--- src/rtl/arb_pkg.sv ---
`default_nettype none
// ============================================================================
//  Module      : arb_pkg
//  Description : Shared types and constants for the memory arbiter: the
//                controller state encoding and the arbitration mode codes.
//  Revision    : 1.0 - initial release
// ============================================================================
package arb_pkg;

   // Controller state: waiting for a requester, or owning the memory port
   typedef enum logic [0:0] {
      IDLE = 1'b0,
      BUSY = 1'b1
   } arb_state_t;

   // Values accepted by the RR_MODE parameter
   localparam int c_RR_MODE_FIXED       = 0;
   localparam int c_RR_MODE_ROUND_ROBIN = 1;

endpackage : arb_pkg
`default_nettype wire

--- src/rtl/rr_select.sv ---
`default_nettype none
// ============================================================================
//  Module      : rr_select
//  Description : Combinational winner search over a pending vector. In
//                round-robin mode the search starts one past the previous
//                winner and wraps; in fixed mode it always starts at port 0.
//  Revision    : 1.0 - initial release
// ============================================================================
module rr_select
   import arb_pkg::*;
#(
   parameter int NUM_PORTS = 2,
   parameter int IDX_WIDTH = 1
) (
   input  logic [NUM_PORTS-1:0] pending,
   input  logic [IDX_WIDTH-1:0] last_grant,
   input  logic                 rr_mode,
   output logic [IDX_WIDTH-1:0] winner,
   output logic                 valid
);

   int                   w_start;
   logic [IDX_WIDTH-1:0] w_idx;

   // Walk the ports in priority order from the start point; first pending one wins
   always_comb begin
      winner  = '0;
      valid   = 1'b0;
      w_start = 0;
      w_idx   = '0;
      if (rr_mode) begin
         w_start = (int'(last_grant) + 1) % NUM_PORTS;
      end
      for (int i = 0; i < NUM_PORTS; i++) begin
         w_idx = IDX_WIDTH'((w_start + i) % NUM_PORTS);
         if (!valid && pending[w_idx]) begin
            valid  = 1'b1;
            winner = w_idx;
         end
      end
   end

endmodule : rr_select
`default_nettype wire

--- src/rtl/mem_arbiter.sv ---
`default_nettype none
// ============================================================================
//  Module      : mem_arbiter
//  Description : Shares one memory port between NUM_PORTS requesters. A
//                winner is picked in IDLE, its request is latched, and the
//                memory side is driven only from the latched copy until
//                mem_resp, which is forwarded as a one-cycle req_resp pulse.
//  Revision    : 1.0 - initial release
// ============================================================================
module mem_arbiter
   import arb_pkg::*;
#(
   parameter int NUM_PORTS  = 2,
   parameter int ADDR_WIDTH = 32,
   parameter int DATA_WIDTH = 256,
   parameter int RR_MODE    = 1
) (
   input  logic                                 clk,
   input  logic                                 rst,
   input  logic [NUM_PORTS-1:0]                 req_read,
   input  logic [NUM_PORTS-1:0]                 req_write,
   input  logic [NUM_PORTS-1:0][ADDR_WIDTH-1:0] req_address,
   input  logic [NUM_PORTS-1:0][DATA_WIDTH-1:0] req_wdata,
   output logic [DATA_WIDTH-1:0]                req_rdata,
   output logic [NUM_PORTS-1:0]                 req_resp,
   output logic                                 mem_read,
   output logic                                 mem_write,
   output logic [ADDR_WIDTH-1:0]                mem_address,
   output logic [DATA_WIDTH-1:0]                mem_wdata,
   input  logic [DATA_WIDTH-1:0]                mem_rdata,
   input  logic                                 mem_resp
);

   localparam int   c_IDX_WIDTH = $clog2(NUM_PORTS);
   localparam logic c_RR_EN     = (RR_MODE == c_RR_MODE_ROUND_ROBIN);

   arb_state_t              r_state;
   arb_state_t              w_state_next;
   logic [c_IDX_WIDTH-1:0]  r_last_grant;
   logic [c_IDX_WIDTH-1:0]  r_winner;
   logic [c_IDX_WIDTH-1:0]  w_winner;
   logic                    w_valid;
   logic                    w_grant;
   logic                    w_busy;
   logic [NUM_PORTS-1:0]    w_pending;
   logic                    r_is_write;
   logic [ADDR_WIDTH-1:0]   r_address;
   logic [DATA_WIDTH-1:0]   r_wdata;

   assign w_pending = req_read | req_write;

   rr_select #(
      .NUM_PORTS (NUM_PORTS),
      .IDX_WIDTH (c_IDX_WIDTH)
   ) u_rr_select (
      .pending    (w_pending),
      .last_grant (r_last_grant),
      .rr_mode    (c_RR_EN),
      .winner     (w_winner),
      .valid      (w_valid)
   );

   // Next-state decode: grant from IDLE when anyone is pending, release on mem_resp
   always_comb begin
      w_state_next = r_state;
      w_grant      = 1'b0;
      case (r_state)
         IDLE: begin
            if (w_valid) begin
               w_grant      = 1'b1;
               w_state_next = BUSY;
            end
         end
         BUSY: begin
            if (mem_resp) begin
               w_state_next = IDLE;
            end
         end
         default: w_state_next = IDLE;
      endcase
   end

   // State register; reset mid-transaction simply abandons the transfer
   always_ff @(posedge clk) begin
      if (rst) begin
         r_state <= IDLE;
      end else begin
         r_state <= w_state_next;
      end
   end

   // Capture the winner's request on the grant edge; rotation pointer starts at the last port
   always_ff @(posedge clk) begin
      if (rst) begin
         r_last_grant <= c_IDX_WIDTH'(NUM_PORTS - 1);
         r_winner     <= '0;
         r_is_write   <= 1'b0;
         r_address    <= '0;
         r_wdata      <= '0;
      end else if (w_grant) begin
         r_winner   <= w_winner;
         r_is_write <= req_write[w_winner];
         r_address  <= req_address[w_winner];
         r_wdata    <= req_wdata[w_winner];
         if (c_RR_EN) begin
            r_last_grant <= w_winner;
         end
      end
   end

   // Memory side reflects only latched values; a read+write request goes out as a write
   assign w_busy      = (r_state == BUSY);
   assign mem_read    = w_busy & ~r_is_write;
   assign mem_write   = w_busy &  r_is_write;
   assign mem_address = r_address;
   assign mem_wdata   = r_wdata;
   assign req_rdata   = mem_rdata;

   // Completion pulse to the owning port, same cycle as mem_resp, only while BUSY
   always_comb begin
      req_resp = '0;
      if (w_busy && mem_resp) begin
         req_resp[r_winner] = 1'b1;
      end
   end

endmodule : mem_arbiter
`default_nettype wire
--- config.mk ---
export PLATFORM = sky130hd
export DESIGN_NAME = mem_arbiter
export DESIGN_NICKNAME = d
export VERILOG_FILES = /design/src/rtl/arb_pkg.sv /design/src/rtl/rr_select.sv /design/src/rtl/mem_arbiter.sv
export SDC_FILE = /design/constraint.sdc
export NUM_CORES = 1
export LEC_CHECK = 0
export ABC_CLOCK_PERIOD_IN_PS = 1850
export BUFFER_PORTS_ARGS = -buffer_cell sky130_fd_sc_hd__buf_4
export CAP_MARGIN = 40
export CORE_AREA = 3 3 542 544
export CTS_CLUSTER_DIAMETER = 60
export CTS_CLUSTER_SIZE = 10
export DETAILED_ROUTE_END_ITERATION = 8
export DIE_AREA = 0 0 545 547
export PLACE_DENSITY = 0.3
export SLEW_MARGIN = 40
export SYNTH_ARGS = -nofsm -noshare
export SYNTH_HDL_FRONTEND = slang
export SYNTH_SLANG_ARGS = --single-unit
--- constraint.sdc ---
create_clock -name clk -period 1.85 [get_ports clk]
set_input_delay 0.0925 -clock clk [delete_from_list [all_inputs] [get_ports clk]]
set_output_delay 0.0925 -clock clk [all_outputs]
set_load 0.01 [all_outputs]
==> metrics.txt, run 1 <==
DRC violations left=0; area of the multi-input gates=roughly 7000 sq um; status=finished, final reports clean; R2R depth=5; Routed Antenna Nets=0; Worst-path clk slew=around 50 ps; total global-route track usage=approximately a tenth; vias=between 20000 and 25000; Layout area overhead=116%; Leak=about 13 nW; Worst-Skew Late Latency=710 ps; worst min path class=input port to flip-flop; initial antenna violation count=92; Setup Skew=approximately 65 ps; WL/cell=around 24 um; pin count of the biggest net entering global routing=slightly above 100; total gr overflow=0; gp weighted congestion=about 0.77; mapped cell area=around 16000 sq um; syn nets=between 2000 and 3000; design area=approximately 34000 sq um; sequential cell area=about 5800 sq um; global-route wire length before repair=about 220000 um; Max clock buf depth=3; number of synthesized flops with an enable pin=0; dpl cells=6408; pwr dens=around 770 nW/um^2; # H-tree levels=2; Final nets=4006; IO Count=approximately 1400; Initial Utilization=~5.5%; DP Wirelength=around 140000 um; count of final max-slew check failures=0; # fillers=between 30000 and 40000; max-cap viol count=0; FMAX=approximately 0.55 GHz; Cells after Synth=slightly below 2000; setup_tns=0 ps; worst vdd ir=around 0.76 mV; sequential fraction of the synthesis area=a little under two fifths; CTS tree=done; Total Wirelength=around 170000 um; worst-path maximum fanout=33; Synth Register Bits=a little under 300; post-layout utilization of the core=11.8%; Required @ worst endpoint=~2400 ps; num rows=approximately 200; full die area=just under 300000 sq um; clk root buf=clkbuf_16; WS Path Type=flip-flop to flip-flop; Slew headroom=40.0%; DR vias/cell=3.04; Least-Margin Pin Slew=roughly 900 ps; Placement Cell Area=roughly 26000 sq um; final worst path period share=roughly 98%; Tmin final=~1800 ps; clock sinks=292; Final WS setup=between 30 and 40 ps; cts bufs inserted=52; Worst Hold Depth=5; ys async rst share=0%; Yosys cell types=27; Non-Filler Instances=7148; Final setup viols=0; DR iter-0 viols=around 1400; pre-CTS setup slack=between 80 and 90 ps; RSZ-0062 raised after global routing=false; startpoint types=flip-flop; syn avg cell area=between 7 and 8 sq um; Port Buffers=about 870; Initial DRT Pass Iterations=7; CORE AREA=290000 sq um; Critical Path AT=approximately 2400 ps; count of final hold-check violations=0; Die Span X=between 500 and 600 um; Synth Flop Type=dfxtp_1; Synth Warn #=0; fraction of layout cells with a size suffix above 1=a little over a third; CP Capture Type=flip-flop; vias in the first global route=about 22000; Die Y=between 500 and 600 um
-- cell usage after synthesis, drive strengths merged, types with 6 or more instances --
cell | n | area, sq um
o21ai | 293 | 1470
clkbuf | 197 | 741
a311oi | 288 | 2520
nand3 | 289 | 1450
nor2 | 6 | 27.5
buf | 314 | 2230
dfxtp | 292 | 5850
a21oi | 289 | 1450
-- per-stage QoR --
stage	hold slack [ps]	power, mW
floorplan	267	10.3
global placement	185	14.1
detailed placement	185	14.1
CTS	4.35	26.8
global route	20.3	27.4
finish	50.4	26.2
-- where the power goes --
part	switching (mW)	internal, mW
clock network	4.24	6.75
registers	0.553	6.97
logic	4.02	3.68
total	8.81	17.4
-- final cells by class --
cell class | instances | share of cell area (%)
timing repair buffer | 1643 | 42.1
multi-input combinational | 1177 | 20.6
sequential | 292 | 17.1
tap | 3900 | 14.3
clock buffer | 63 | 4.13
clock inverter | 30 | 1.43
antenna | 42 | 0.307
inverter | 1 | 0.0329
-- sequential cells by signal, summed over array words and instances (netlist names) --
register	flops
r_winner	1
r_state	1
r_last_grant	1
mem_wdata	256
r_is_write	1
mem_address	32
-- critical path, cell delays in order (launching register included) --
cell      delay, ps
dfxtp_1         400
o21a_4          230
buf_12          220
buf_4           270
o21ai_0         210
a311oi_1        290
-- worst paths after layout --
check | start | endpoint | slack [ps]
max | r_last_grant | mem_address[12] | 30
min reg2reg | mem_wdata[36] | mem_wdata[36] | 510
min | req_read[0] | mem_wdata[220] | 50
max reg2reg | r_last_grant | mem_address[12] | 30
-- cell usage in the layout, fill, tap and decap left out, types with 2 or more instances in the layout --
| master | count |
|---|---|
| nor2_1 | 2 |
| o21ai_1 | 3 |
| nor2_4 | 3 |
| buf_6 | 2 |
| inv_6 | 4 |
| buf_12 | 42 |
| clkbuf_1 | 4 |
| clkinv_4 | 6 |
| o21ai_0 | 289 |
| clkbuf_16 | 53 |
| clkinv_2 | 3 |
| clkbuf_8 | 7 |
| diode_2 | 42 |
| a21oi_1 | 289 |
| dfxtp_1 | 291 |
| buf_4 | 995 |
| a311oi_1 | 288 |
| nand3_1 | 289 |
| clkinv_16 | 2 |
| clkinvlp_4 | 5 |
| dlygate4sd3_1 | 602 |
| bufinv_16 | 9 |
-- timing repair --
action,in CTS,in global routing
buffers inserted,1,2
cloned,0,1
hold buffers,602,0
endpoints found under the setup margin,4,10
resized for setup,5,2
hold endpoints to repair,292,0
-- routing by layer --
metal,vias up,global-route usage [%],part of all wire (%)
li1,9695,-,-
met1,10431,12.1,39
met5,-,0.289,0.15
met4,22,5.53,5.5
met2,1205,17.4,45
met3,409,3.94,10
-- cell families (layout without fill, tap and decap cells) --
kind of cell           after synthesis  in the layout  synth area share [%]
AO/OA/AOI/OAI                      874            874                  34.6
buffers and inverters              512           1737                  18.8
flip-flops                         292            292                  37.0
other                                0             42                     0
AND/OR/NAND/NOR                    303            303                  9.67
Note: power is estimated with default switching activity, not from simulation.
==> inputs of run 2 (changes only) <==
==> constraint.sdc (replaced) <==
create_clock -name clk -period 1.85 [get_ports clk]
set_input_delay 0.185 -clock clk [delete_from_list [all_inputs] [get_ports clk]]
set_output_delay 0.185 -clock clk [all_outputs]
set_load 0.01 [all_outputs]
==> run 2 against run 1 <==
Effect of this change:
- the run now ends with negative setup slack left
- clock skew is 27 ps lower
- first-iteration DRC count is 4.7% lower
- die area stayed put
- sequential power hardly changed
==> metrics.txt, run 2 (synthesis results as in run 1) <==
# fillers=33559 (+0.23%); CTS tree=done; min-delay src=req_write[1]; worst path cell trace=dlygate4sd3_1 > buf_4 > or4_4 > buf_12 > a21oi_1 > a311oi_1; family with the most delay on the worst path=buffers and inverters; Final setup viols=40 (+40); Port Buffers=874 (unchanged); Placement Cell Area=26200 sq um (+0.29%); pin count of the biggest net entering global routing=98 (-3.0%); Max clock buf depth=3 (unchanged); full die area=298000 sq um (unchanged); clock sinks=292 (unchanged); status=finished, violations left; total global-route track usage=10.7% (+0.014 points); total gr overflow=0 (unchanged); gp weighted congestion=0.766 (-0.47%); pwr dens=763 nW/um^2 (-0.40%); max-cap viol count=0 (unchanged); max FFs per register=256 (unchanged); RSZ-0062 raised after global routing=true; IO Count=1387 (unchanged); Initial Utilization=5.45% (unchanged); FMAX=0.500 GHz (-9.1%); count of final hold-check violations=0 (unchanged); DP Wirelength=139000 um (about the same); critical path's slowest cell=dlygate4sd3_1; Final nets=3979 (-0.67%); Slew headroom=38.2% (-1.7 points); DRC violations left=0 (unchanged); DR iter-0 viols=1300 (-4.7%); worst vdd ir=0.705 mV (-7.7%); commonest non-fill, non-tap cell in the layout=buf_4; pre-CTS setup slack=-71.2 ps (-156 ps); WS Path Type=input port to flip-flop; fraction of layout cells with a size suffix above 1=35.6% (about the same); worst stage delay on the critical path=610 ps (+210 ps); Total Wirelength=169000 um (-0.30%); vias in the first global route=22004 (-1.2%); R2R depth=7 (+2); startpoint types=input port; Critical Path AT=2500 ps (+110 ps); DR vias/cell=3.05 (about the same); post-layout utilization of the core=11.7% (-0.077 points); count of final max-slew check failures=0 (unchanged); Routed Antenna Nets=0 (unchanged); Worst-Skew Late Latency=690 ps (-20 ps); Die Y=547 um (unchanged); # H-tree levels=2 (unchanged); vias=21669 (-0.43%); most frequent cells in the layout=982 x buf_4, 583 x dlygate4sd3_1, 291 x o21ai_0; Setup Skew=38.4 ps (-26.8 ps); Worst Hold Depth=5 (unchanged); clk root buf=clkbuf_16; WL/cell=23.8 um (+0.15%); Required @ worst endpoint=2350 ps (-70 ps); cts bufs inserted=52 (unchanged); Leak=12.6 nW (-0.68%); CP Capture Type=flip-flop; Tmin final=2000 ps (+181 ps); reg-to-reg critical path startpoint=r_last_grant; worst reg-to-reg setup slack=110 ps (+80 ps); design area=34000 sq um (-0.65%); Final WS setup=-148 ps (-181 ps); worst min path class=input port to flip-flop; worst-path maximum fanout=98 (+200%); initial antenna violation count=95 (+3.3%); violated checks=negative setup slack; Least-Margin Pin Slew=927 ps (+26.2 ps); Layout area overhead=115%; Die Span X=545 um (unchanged); Worst Path Buf+Inv=3 (+1); Worst-path clk slew=50 ps (about the same); setup_tns=-3870 ps (-3870 ps); final worst path period share=108% (+9.8 points); Endpoint, Worst Hold=r_is_write; Initial DRT Pass Iterations=5 (-2); Tot Pwr=25.9 mW (-1.1%); Reg-to-Reg End=mem_wdata[2]; CORE AREA=290000 sq um (unchanged); global-route wire length before repair=215000 um (-0.28%); num rows=198 (unchanged)
## run 2: cell types whose count changed in the layout (fill, tap and decap cells not counted), moves of 2 or more
cell	before	now
buf_12	42	47
buf_16	0	2
buf_4	995	982
clkbuf_1	4	6
clkinv_2	3	6
diode_2	42	35
dlygate4sd3_1	602	583
o21ai_0	289	291
o21ai_1	3	1
## run 2: worst max-delay path by stage
| stage | from | endpoint | cells after the start |
|---|---|---|---|
| 2_1_floorplan | r_state | mem_wdata[233] | 5 |
| 3_3_place_gp | req_write[1] | mem_wdata[76] | 7 |
| 3_5_place_dp | req_write[1] | mem_wdata[180] | 8 |
| 4_1_cts | r_state | req_resp[0] | 4 |
| 5_1_grt | r_last_grant | mem_wdata[6] | 7 |
| 6_report | req_read[0] | mem_wdata[22] | 6 |
## run 2: metrics by stage
step	hold slack, ps	cells
3_5_place_dp	370	6403
5_1_grt	107	7103
6_report	143	7116
3_3_place_gp	370	6403
4_1_cts	47.1	7081
2_1_floorplan	360	1981
## run 2: area by class of cell
| cell class | instances | area, sq um | area share (%) |
|---|---|---|---|
| Tap cell | 3900 | 4880 | 14.4 |
| Multi-Input combinational cell | 1177 | 7040 | 20.7 |
| Antenna cell | 35 | 87.6 | 0.258 |
| Sequential cell | 292 | 5850 | 17.2 |
| Inverter | 1 | 16.3 | 0.0479 |
| Clock buffer | 64 | 1410 | 4.14 |
| Timing Repair Buffer | 1616 | 14200 | 41.9 |
| Clock inverter | 31 | 455 | 1.34 |
## run 2: report_power, final
part | switching [mW] | internal [mW]
Combinational | 4.02 | 3.63
Clock | 4.21 | 6.56
Sequential | 0.532 | 6.97
## run 2: worst register-to-register path, cell delays in order, from the launching register on
cell and delay [ps]:
dfxtp_1 310, buf_4 150, o21ai_4 70, buf_12 140, buf_12 160, buf_12 300, nand3_1 170, a311oi_1 300
## run 2: repair_timing
item | CTS | global route
buffers inserted | 1 | 0
resized for setup | 4 | 5
hold buffers | 583 | 0
endpoints found under the setup margin | 20 | 9
endpoints found under the hold margin | 292 | 0
## run 2: routing by layer
layer	global-route usage [%]	routed length (um)
met1	12.1	65700
met2	17.4	77100
met3	3.96	17000
met4	5.53	9190
met5	0.321	294
